### config.mk
export PLATFORM = sky130hd
export DESIGN_NAME = seg7_scan_ctrl_flat
export DESIGN_NICKNAME = d
export VERILOG_FILES = /design/src/rtl/seg7_scan_ctrl_if.sv /design/src/rtl/seg7_scan_ctrl.sv /design/src/flat_wrapper.sv
export SDC_FILE = /design/constraint.sdc
export NUM_CORES = 1
export LEC_CHECK = 0
export ABC_AREA = 0
export CORE_MARGIN = 1
export CORE_UTILIZATION = 55
export CTS_CLUSTER_DIAMETER = 80
export CTS_CLUSTER_SIZE = 14
export DETAILED_ROUTE_END_ITERATION = 16
export PLACE_DENSITY_LB_ADDON = 0.08
export SETUP_SLACK_MARGIN = 0.2
export SYNTH_ARGS = -nofsm -noshare
export SYNTH_HDL_FRONTEND = slang
export SYNTH_SLANG_ARGS = --single-unit
### constraint.sdc
create_clock -name clock -period 5.8 [get_ports clock]
set_input_delay 1.74 -clock clock [delete_from_list [all_inputs] [get_ports clock]]
set_output_delay 1.74 -clock clock [all_outputs]
set_load 0.02 [all_outputs]
### src/rtl/seg7_scan_ctrl_if.sv
// Load port of the 7-segment scan controller.
// A new display value is offered with valid/ready and carries one 4-bit code per digit.
interface seg7_scan_ctrl_if #(
  parameter int NUM_DIGITS = 4
);
  logic                    load_valid;
  logic                    load_ready;
  logic [4*NUM_DIGITS-1:0] load_data;

  modport master (output load_valid, output load_data, input load_ready);
  modport slave  (input load_valid, input load_data, output load_ready);
endinterface

### src/rtl/seg7_scan_ctrl.sv
// Time-multiplexed 7-segment scan controller sharing one external hex decoder.
// Optional LEADING_ZERO_BLANK_EN macro suppresses leading zero digits.
module seg7_scan_ctrl #(
  parameter int NUM_DIGITS   = 4,
  parameter int TICK_DIV     = 50000,
  parameter int BLANK_CYCLES = 16
) (
  input  logic                  clock,
  input  logic                  reset,
  seg7_scan_ctrl_if.slave       load,
  output logic [3:0]            dec_code,
  input  logic [6:0]            seg_in,
  output logic [6:0]            seg_out,
  output logic [NUM_DIGITS-1:0] digit_en,
  output logic                  frame_done,
  output logic                  dbg_state
);

  localparam int CNT_MAX = (TICK_DIV > BLANK_CYCLES) ? TICK_DIV - 1 : BLANK_CYCLES - 1;
  localparam int CNT_W   = $clog2(CNT_MAX + 1) + 1;
  localparam int IDX_W   = $clog2(NUM_DIGITS) + 1;
  localparam int DW      = 4 * NUM_DIGITS;

  localparam logic [CNT_W-1:0] BLANK_LAST = CNT_W'(BLANK_CYCLES - 1);
  localparam logic [CNT_W-1:0] ON_LAST    = CNT_W'(TICK_DIV - 1);
  localparam logic [IDX_W-1:0] IDX_LAST   = IDX_W'(NUM_DIGITS - 1);

  typedef enum logic {
    ST_BLANK = 1'b0,
    ST_ON    = 1'b1
  } state_t;

  state_t                state, state_nxt;
  logic [CNT_W-1:0]      cnt, cnt_nxt;
  logic [IDX_W-1:0]      idx, idx_nxt;
  logic [6:0]            seg_nxt;
  logic [NUM_DIGITS-1:0] en_nxt;
  logic [NUM_DIGITS-1:0] onehot;
  logic [DW-1:0]         active;
  logic [DW-1:0]         shadow;
  logic                  pending;
  logic                  xfer;
  logic                  hide_digit;

  // Handshake: load_ready = ~pending; a transfer happens on any cycle with
  // load_valid && load_ready and fills shadow. shadow moves to active only on
  // the last ON cycle of the last digit, so a frame never mixes two loads.
  assign load.load_ready = ~pending;
  assign xfer            = load.load_valid & ~pending;
  assign frame_done      = (state == ST_ON) && (cnt == ON_LAST) && (idx == IDX_LAST);
  assign dbg_state       = logic'(state);

  always_comb begin
    dec_code = 4'h0;
    onehot   = '0;
    for (int i = 0; i < NUM_DIGITS; i++) begin
      if (idx == IDX_W'(i)) begin
        dec_code  = active[4*i +: 4];
        onehot[i] = 1'b1;
      end
    end
  end

`ifdef LEADING_ZERO_BLANK_EN
  logic upper_nz;

  // A digit is hidden when it and every more significant digit are zero.
  always_comb begin
    upper_nz = 1'b0;
    for (int i = 0; i < NUM_DIGITS; i++) begin
      if ((IDX_W'(i) >= idx) && (active[4*i +: 4] != 4'h0)) upper_nz = 1'b1;
    end
    hide_digit = (idx != '0) && !upper_nz;
  end
`else
  assign hide_digit = 1'b0;
`endif

  always_comb begin
    state_nxt = state;
    cnt_nxt   = cnt + CNT_W'(1);
    idx_nxt   = idx;
    seg_nxt   = seg_out;
    en_nxt    = digit_en;
    case (state)
      ST_BLANK: begin
        if (cnt == BLANK_LAST) begin
          state_nxt = ST_ON;
          cnt_nxt   = '0;
          if (!hide_digit) begin
            seg_nxt = seg_in;
            en_nxt  = onehot;
          end
        end
      end
      ST_ON: begin
        if (cnt == ON_LAST) begin
          state_nxt = ST_BLANK;
          cnt_nxt   = '0;
          seg_nxt   = 7'h7F;
          en_nxt    = '0;
          idx_nxt   = (idx == IDX_LAST) ? '0 : idx + IDX_W'(1);
        end
      end
      default: begin
        state_nxt = ST_BLANK;
        cnt_nxt   = '0;
      end
    endcase
  end

  always_ff @(posedge clock) begin
    if (reset) begin
      state    <= ST_BLANK;
      cnt      <= '0;
      idx      <= '0;
      seg_out  <= 7'h7F;
      digit_en <= '0;
    end else begin
      state    <= state_nxt;
      cnt      <= cnt_nxt;
      idx      <= idx_nxt;
      seg_out  <= seg_nxt;
      digit_en <= en_nxt;
    end
  end

  always_ff @(posedge clock) begin
    if (reset) begin
      active  <= '0;
      shadow  <= '0;
      pending <= 1'b0;
    end else if (frame_done && pending) begin
      active  <= shadow;
      pending <= 1'b0;
    end else if (xfer) begin
      shadow  <= load.load_data;
      pending <= 1'b1;
    end
  end

endmodule

### src/flat_wrapper.sv
// flat-port wrapper written by rule: the top's interface ports become plain ports
module seg7_scan_ctrl_flat 
#(
  parameter int NUM_DIGITS   = 4,
  parameter int TICK_DIV     = 50000,
  parameter int BLANK_CYCLES = 16
)
  (clock, reset, dec_code, seg_in, seg_out, digit_en, frame_done, dbg_state, load_load_valid, load_load_data, load_load_ready);
  seg7_scan_ctrl_if #(.NUM_DIGITS(NUM_DIGITS)) load_i ();
  input  logic clock;
  input  logic reset;
  output logic [3:0] dec_code;
  input  logic [6:0] seg_in;
  output logic [6:0] seg_out;
  output logic [NUM_DIGITS-1:0] digit_en;
  output logic frame_done;
  output logic dbg_state;
  input wire logic [$bits(load_i.load_valid)-1:0] load_load_valid;
  input wire logic [$bits(load_i.load_data)-1:0] load_load_data;
  output wire logic [$bits(load_i.load_ready)-1:0] load_load_ready;
  assign load_i.load_valid = load_load_valid;
  assign load_i.load_data = load_load_data;
  assign load_load_ready = load_i.load_ready;
  seg7_scan_ctrl #(.NUM_DIGITS(NUM_DIGITS), .TICK_DIV(TICK_DIV), .BLANK_CYCLES(BLANK_CYCLES)) u_core (.clock(clock), .reset(reset), .load(load_i), .dec_code(dec_code), .seg_in(seg_in), .seg_out(seg_out), .digit_en(digit_en), .frame_done(frame_done), .dbg_state(dbg_state));
endmodule
==> run summary, run 1 <==
H-Tree Depth -> 3
Final setup vio count -> 0
DR vias/cell -> 5.37
Final core occ -> 75.1%
Nets -> 369
Die X-Extent -> 71.7 um
Post-synthesis cell type with the largest combined area -> dfxtp_1
End of the critical path -> frame_done
Worst setup margin -> 1.61 ns
Skew-Pair Late Insertion Delay -> 0.34 ns
Least-Margin Pin Slew -> 1.03 ns
DRC Markers -> 0
Pins over their slew limit -> 0
Synth cell types -> 36
P_int -> 807 uW
Routed wire length per instance -> 13.9 um
Mapped Area -> 0.00267 mm^2
Non-filler cells, final -> 395
Core ar. -> 0.00450 mm^2
Pwr Density -> 298 mW/mm^2
Vias after detailed routing -> 2122
Total CTS buffers -> 9
Status -> finished clean
Global Route Usage Sum -> 24.1%
Fin. Hold Viols -> 0
Sequential power share -> 45.7%
Vias in the first global route -> 2031
Slew HR -> 31.1%
Syn Area/Cell -> 9.06 um^2
Root buf cell -> clkbuf_8
Initial Util -> 59.3%
Placed inst area -> 0.00311 mm^2
Most used DFF post-synth -> dfxtp_1
Max Fclk -> 0.239 GHz
Final GP Congestion -> 0.813
Clock buffer depth -> 2
Maximum VDD drop -> 0.210 mV
Post-Synthesis Cells -> 295
Required time of the critical path -> 4.06 ns
Number of flops mapped to enable cells by yosys -> 0
Ys Warns -> 0
Cts-stage hold buffer count -> 0
Site row count -> 24
Syn nets -> 326
Design area -> 0.00338 mm^2
Max-cap violations -> 0
ANT cells -> 0
CTS sink count -> 65
R2R Setup Slk -> 3.84 ns
Detail Route Antenna Nets -> 0
Die H -> 71.7 um
RSZ-0062 raised after global routing -> no
Setup CP Type -> reg2out
R2R cell count -> 6
CP startpoint -> u_core.cnt[0]
P_leak -> 0.00122 uW
Placed cell count -> 379
Crit. End Element -> output pin
Combinational share of power -> 4.3%
Share of cells above drive strength 1 -> 8.45%
Worst r2r dst -> u_core.digit_en[0]
Area occupied by multi-input gates -> 0.00129 mm^2
Initial antenna violation count -> 0
Critical Path Start Type -> flip-flop
Fin crit share -> 72.2%
FILL cells -> 359
GRT overflow -> 0
#FFs+latches synth -> 65
Synthesis-to-layout area growth -> 26.6%
Hold Crit Class -> reg2reg
Sw power -> 199 uW
Sw Ratio -> 19.8%
Area share of the largest cell type after synthesis -> 48.7%
Post-DP HPWL -> 3710 um
Post-Route WL -> 5490 um
DRT iter0 DRCs -> 102
Ys async rst share -> 0%
Post_cts resized -> 0
Post-layout minimum cycle time -> 4.19 ns
Largest net degree at the start of global routing -> 42
First-pass GRT wire length -> 9460 um
Ports -> 44
Pre-CTS WS -> 1.99 ns
CTS tree -> yes
Die area -> 0.00514 mm^2
Top post-synthesis cells by area -> dfxtp_1 (49%), nand2_1 (6.5%), mux2i_1 (6.0%), nor2_1 (5.6%), a21oi_1 (5.2%)
FF+latch area -> 0.00130 mm^2
Clk pwr share -> 49.9%
DRT Pass-1 Iters -> 4
Worst-path fanout max -> 6
CTS clk-pin slew, worst paths -> 0.07 ns
TNS Setup -> 0 ns
Seq/Total Area, Yosys -> 48.7%
Number of port buffers -> 43
Crit Reg-Reg Startpoint -> u_core.cnt[0]
Critical Path AT -> 2.45 ns
Clock skew -> 0.00508 ns
Setup Fix Bufs, Post-CTS -> 0
[synthesized netlist by cell type (2+ instances only)]
master     n
dfxtp_1   65
nand2_1   46
nor2_1    40
a21oi_1   28
mux2i_1   16
xnor2_1   13
nand3b_1   8
clkbuf_1   7
o22a_1     7
nand3_1    6
nor3_1     6
ha_1       5
o21ai_0    5
and3_1     4
inv_1      4
a22o_1     3
buf_2      3
nor4_1     3
nor4_2     3
or2_2      3
nand2b_1   2
nand4_1    2
nor2b_1    2
xor2_1     2
[metrics by stage]
stage	hold slack (ns)	total power (uW)
2_1_floorplan	0.436	490
3_3_place_gp	0.444	513
3_5_place_dp	0.449	514
4_1_cts	0.459	1020
5_1_grt	0.478	1040
6_report	0.458	1010
[cells in the final DEF (no fill, tap or decap)]
master           instances
or2_2                    3
nor2b_1                  2
a22o_1                   3
nor2_4                   1
nor4_2                   2
nand2_1                 46
xnor2_1                 13
nand2b_1                 2
and3_4                   1
or3_1                    1
o21ai_0                  5
dfxtp_1                 65
clkdlybuf4s50_1         43
mux2i_1                 16
o22a_1                   7
nand4_1                  2
nand3b_1                 8
nand3_2                  1
ha_1                     5
clkinv_2                 1
nor4_1                   3
bufinv_16                4
a21oi_1                 28
o2bb2ai_1                1
xor2_1                   2
buf_4                    2
and3_1                   4
and3_2                   1
inv_1                    4
and2_1                   1
nor4b_1                  1
nor4_4                   1
nand4_4                  1
nand3_1                  6
clkbuf_8                 9
nor2_1                  40
nor3_1                   6
clkinv_4                 2
[sequential cells by signal (all words and copies together) (netlist names)]
name and count:
u_core.pending 1, u_core.idx 3, u_core.cnt 17, u_core.digit_en 4
u_core.seg_out 7, u_core.active 16, u_core.shadow 16, u_core.dbg_state 1
[power groups by stage]
stage / registers, uW / logic, uW / clock network [uW]
CTS: 460 / 44.0 / 515
detailed placement: 470 / 43.4 / 0
global route: 461 / 48.8 / 529
finish: 460 / 43.5 / 502
floorplan: 469 / 21.2 / 0
global placement: 470 / 42.9 / 0
[per-layer routing]
| metal | up-vias | track usage, % | wire, um |
|---|---|---|---|
| li1 | 1093 | - | - |
| met1 | 981 | 31.3 | 2690 |
| met2 | 36 | 37.0 | 2470 |
| met3 | 12 | 7.59 | 234 |
| met4 | 0 | 10.5 | 96 |
| met5 | - | 0 | 0 |
[cell type report]
cell class	count	share of cell area [%]
Clock buffer	9	3.66
Clock inverter	7	4.22
Inverter	4	0.444
Multi-Input combinational cell	213	38.1
Sequential cell	65	38.5
Tap cell	52	1.92
Timing Repair Buffer	45	13.2
[critical path: stages (launching register included)]
cell and delay (ns):
dfxtp_1 0.39, ha_1 0.24, and3_1 0.24, nand3_2 0.14, or2_2 0.35, nor2_1 0.12
clkdlybuf4s50_1 0.63
[how the worst min path moves through the flow]
stage,startpoint,endpoint,cells after the start
final,u_core.shadow[1],u_core.shadow[1],2
after global routing,u_core.shadow[1],u_core.shadow[1],2
after CTS,u_core.shadow[1],u_core.shadow[1],2
after detailed placement,u_core.shadow[1],u_core.shadow[1],2
after global placement,u_core.shadow[0],u_core.shadow[0],2
after floorplan,u_core.shadow[0],u_core.shadow[0],2
[cells by family after synthesis]
| family | Yosys count | synth area share, % |
|---|---|---|
| AOI/OAI and AO/OA | 44 | 9.79 |
| buffers and inverters | 17 | 3.42 |
| adders and majority gates | 5 | 2.34 |
| xor gates and xnor gates | 15 | 4.92 |
| muxes | 16 | 6.00 |
| DFF | 65 | 48.7 |
| and+or+nand+nor | 133 | 24.8 |
Note: power is estimated with default switching activity, not from simulation.
==> inputs of run 2 (changes only) <==
--- a/config.mk
+++ b/config.mk
@@ -7,7 +7,7 @@
 export LEC_CHECK = 0
 export ABC_AREA = 0
 export CORE_MARGIN = 1
-export CORE_UTILIZATION = 55
+export CORE_UTILIZATION = 47
 export CTS_CLUSTER_DIAMETER = 80
 export CTS_CLUSTER_SIZE = 14
 export DETAILED_ROUTE_END_ITERATION = 16
==> constraint.sdc (replaced) <==
create_clock -name clock -period 3.7 [get_ports clock]
set_input_delay 1.11 -clock clock [delete_from_list [all_inputs] [get_ports clock]]
set_output_delay 1.11 -clock clock [all_outputs]
set_load 0.02 [all_outputs]
==> run 2 against run 1 <==
Effect of this change: final area shrank 0.33%; combinational power grew 59%; die area grew 17%; via count is essentially flat; core utilization shrank 14 points; critical endpoint unchanged; largest cell class unchanged; first-iteration DRC count shrank 39%; non-clock buffer count grew 1; critical path depth is the same; setup slack lost 1.2 ns; final cell count grew 5.1%; sequential cell count is the same; wire length shrank 3.8%.
==> run summary, run 2 (synthesis gave the netlist of run 1 again) <==
Ports -> 44 (unchanged)
Ordered cell list for the critical path -> ha_1 -> and3_1 -> nand3_2 -> or2_2 -> nor2_1 -> dlygate4sd2_1
Setup Fix Bufs, Post-CTS -> 0 (unchanged)
Largest register FFs -> 17 (unchanged)
Max-cap violations -> 0 (unchanged)
Global Route Usage Sum -> 19.7% (-4.4 points)
Least-Margin Pin Slew -> 0.637 ns (-0.394 ns)
Clock buffer depth -> 2 (unchanged)
DRC Markers -> 0 (unchanged)
ANT cells -> 0 (unchanged)
Vias after detailed routing -> 2123 (+0.047%)
Worst setup margin -> 0.443 ns (-1.17 ns)
Clock skew -> 0.00785 ns (+0.00277 ns)
Hold Crit Class -> reg2reg
Core ar. -> 0.00551 mm^2 (+22%)
P_leak -> 0.00128 uW (+5.2%)
H-Tree Depth -> 3 (unchanged)
Status -> finished clean
Root buf cell -> clkbuf_8
Die X-Extent -> 77.4 um (+8.0%)
Setup CP Type -> reg2out
Die area -> 0.00599 mm^2 (+17%)
Initial antenna violation count -> 0 (unchanged)
Pwr Density -> 422 mW/mm^2 (+42%)
Initial Util -> 48.5% (-11 points)
Slowest stage cell, crit path -> dfxtp_1
Total CTS buffers -> 9 (unchanged)
GRT overflow -> 0 (unchanged)
Most frequent cells in the layout -> dfxtp_1 (65), nand2_1 (46), nor2_1 (40)
Fin crit share -> 88.0%
Maximum VDD drop -> 0.267 mV (+27%)
Nets -> 370 (+0.27%)
Routed wire length per instance -> 12.7 um (-8.4%)
Cts-stage hold buffer count -> 0 (unchanged)
Post-layout minimum cycle time -> 3.26 ns
DRT Pass-1 Iters -> 4 (unchanged)
Detail Route Antenna Nets -> 0 (unchanged)
CTS clk-pin slew, worst paths -> 0.06 ns (about the same)
Max Fclk -> 0.307 GHz
Crit. End Element -> output pin
Worst-path fanout max -> 6 (unchanged)
Slew HR -> 57.2% (+26 points)
CTS sink count -> 65 (unchanged)
Largest registers -> u_core.cnt (17), u_core.active (16), u_core.shadow (16)
DR vias/cell -> 5.12 (-4.8%)
Pins over their slew limit -> 0 (unchanged)
Number of port buffers -> 43 (unchanged)
First-pass GRT wire length -> 9250 um (-2.3%)
Pre-CTS WS -> 0.505 ns (-1.49 ns)
Sw power -> 291 uW (+46%)
Crit-path leading delay family -> simple AND/OR/NAND/NOR gates
Critical Path AT -> 2.15 ns (-0.30 ns)
Synthesis-to-layout area growth -> 26.1%
Sequential power share -> 50.8% (+5.1 points)
Biggest register -> u_core.cnt
Final core occ -> 61.2% (-14 points)
Final setup vio count -> 0 (unchanged)
Skew-Pair Late Insertion Delay -> 0.33 ns (about the same)
RSZ-0062 raised after global routing -> no
Sw Ratio -> 20.5% (+0.68 points)
DRT iter0 DRCs -> 62 (-39%)
Die H -> 77.4 um (+8.0%)
Largest net degree at the start of global routing -> 39 (-7.1%)
Post-DP HPWL -> 3680 um (-0.69%)
Most common cell after layout, fill and taps aside -> dfxtp_1
Vias in the first global route -> 1990 (-2.0%)
TNS Setup -> 0 ns (unchanged)
Final GP Congestion -> 0.764 (-6.1%)
CP bufs+invs -> 1 (unchanged)
Clk pwr share -> 44.4% (-5.5 points)
Site row count -> 27 (+13%)
Combinational share of power -> 4.9% (+0.6 points)
Share of cells above drive strength 1 -> 8.45% (unchanged)
Critical Path Start Type -> flip-flop
P_int -> 1130 uW (+40%)
Required time of the critical path -> 2.59 ns (-1.47 ns)
CP max stage delay -> 0.38 ns (-0.25 ns)
CTS tree -> yes
Design Power -> 1420 uW (+41%)
Post-Route WL -> 5290 um (-3.8%)
Fin. Hold Viols -> 0 (unchanged)
## run 2: cell count changes in the layout (fill, tap and decap cells not counted), sizes merged
cell / delta
bufinv: -3
clkinv: -2
clkdlybuf4s50: -5
dlygate4sd2: +1
clkbuf: +4
buf: +1
dlymetal6s2s: +4
## run 2: metal layers
metal | track usage, % | vias up | part of all wire (%)
li1 | - | 1094 | -
met1 | 25.9 | 965 | 50
met2 | 30.4 | 55 | 43
met3 | 4.47 | 9 | 4.8
met4 | 9.62 | 0 | 1.6
met5 | 0 | - | 0
## run 2: repair_timing
item | in CTS | in global routing
endpoints found under the setup margin | 1 | 4
cloned | 0 | 0
pin swaps | 0 | 0
gates resized for setup | 1 | 4
## run 2: worst min-delay path: stages, from the launching register on
cell	delay [ns]
dfxtp_1	0.31
nand2_1	0.05
a21oi_1	0.05
## run 2: worst paths after layout
path / startpoint / endpoint / slack (ns) / depth (start not counted)
setup reg to reg: u_core.cnt[0] / u_core.active[6] / 1.46 / 7
hold reg to reg: u_core.shadow[5] / u_core.shadow[5] / 0.46 / 2
hold / removal: u_core.shadow[5] / u_core.shadow[5] / 0.46 / 2
setup / recovery: u_core.cnt[0] / frame_done / 0.44 / 6
## run 2: area by class of cell
| cell class | instances | area, um^2 |
|---|---|---|
| multi-input cells | 213 | 1290 |
| repair buffers | 46 | 462 |
| flip-flops and latches | 65 | 1300 |
| fillers | 484 | 2140 |
| clock buffers | 13 | 179 |
| clock inverters | 2 | 35.0 |
| inverters | 4 | 15.0 |
| well taps | 72 | 90.1 |
## run 2: power groups by stage
stage | clock (uW) | combinational (uW) | sequential, uW
finish | 630 | 69.0 | 721
global route | 681 | 78.1 | 722
CTS | 650 | 70.1 | 721
detailed placement | 0 | 69.6 | 737
global placement | 0 | 69.3 | 736
floorplan | 0 | 33.2 | 735
## run 2: per-stage QoR
step,std cells,instance area [um^2],hold WS (ns)
detailed placement,400,3150,0.448
finish,415,3370,0.456
CTS,415,3360,0.457
global route,415,3370,0.474
floorplan,295,2670,0.436
global placement,400,3150,0.445
==> inputs of run 3 (changes only) <==
--- a/config.mk
+++ b/config.mk
@@ -6,6 +6,7 @@
 export NUM_CORES = 1
 export LEC_CHECK = 0
 export ABC_AREA = 0
+export ABC_CLOCK_PERIOD_IN_PS = 3700
 export CORE_MARGIN = 1
 export CORE_UTILIZATION = 47
 export CTS_CLUSTER_DIAMETER = 80
==> results of run 3 <==
No change in the layout: final DEF, timing and power equal those of run 2.
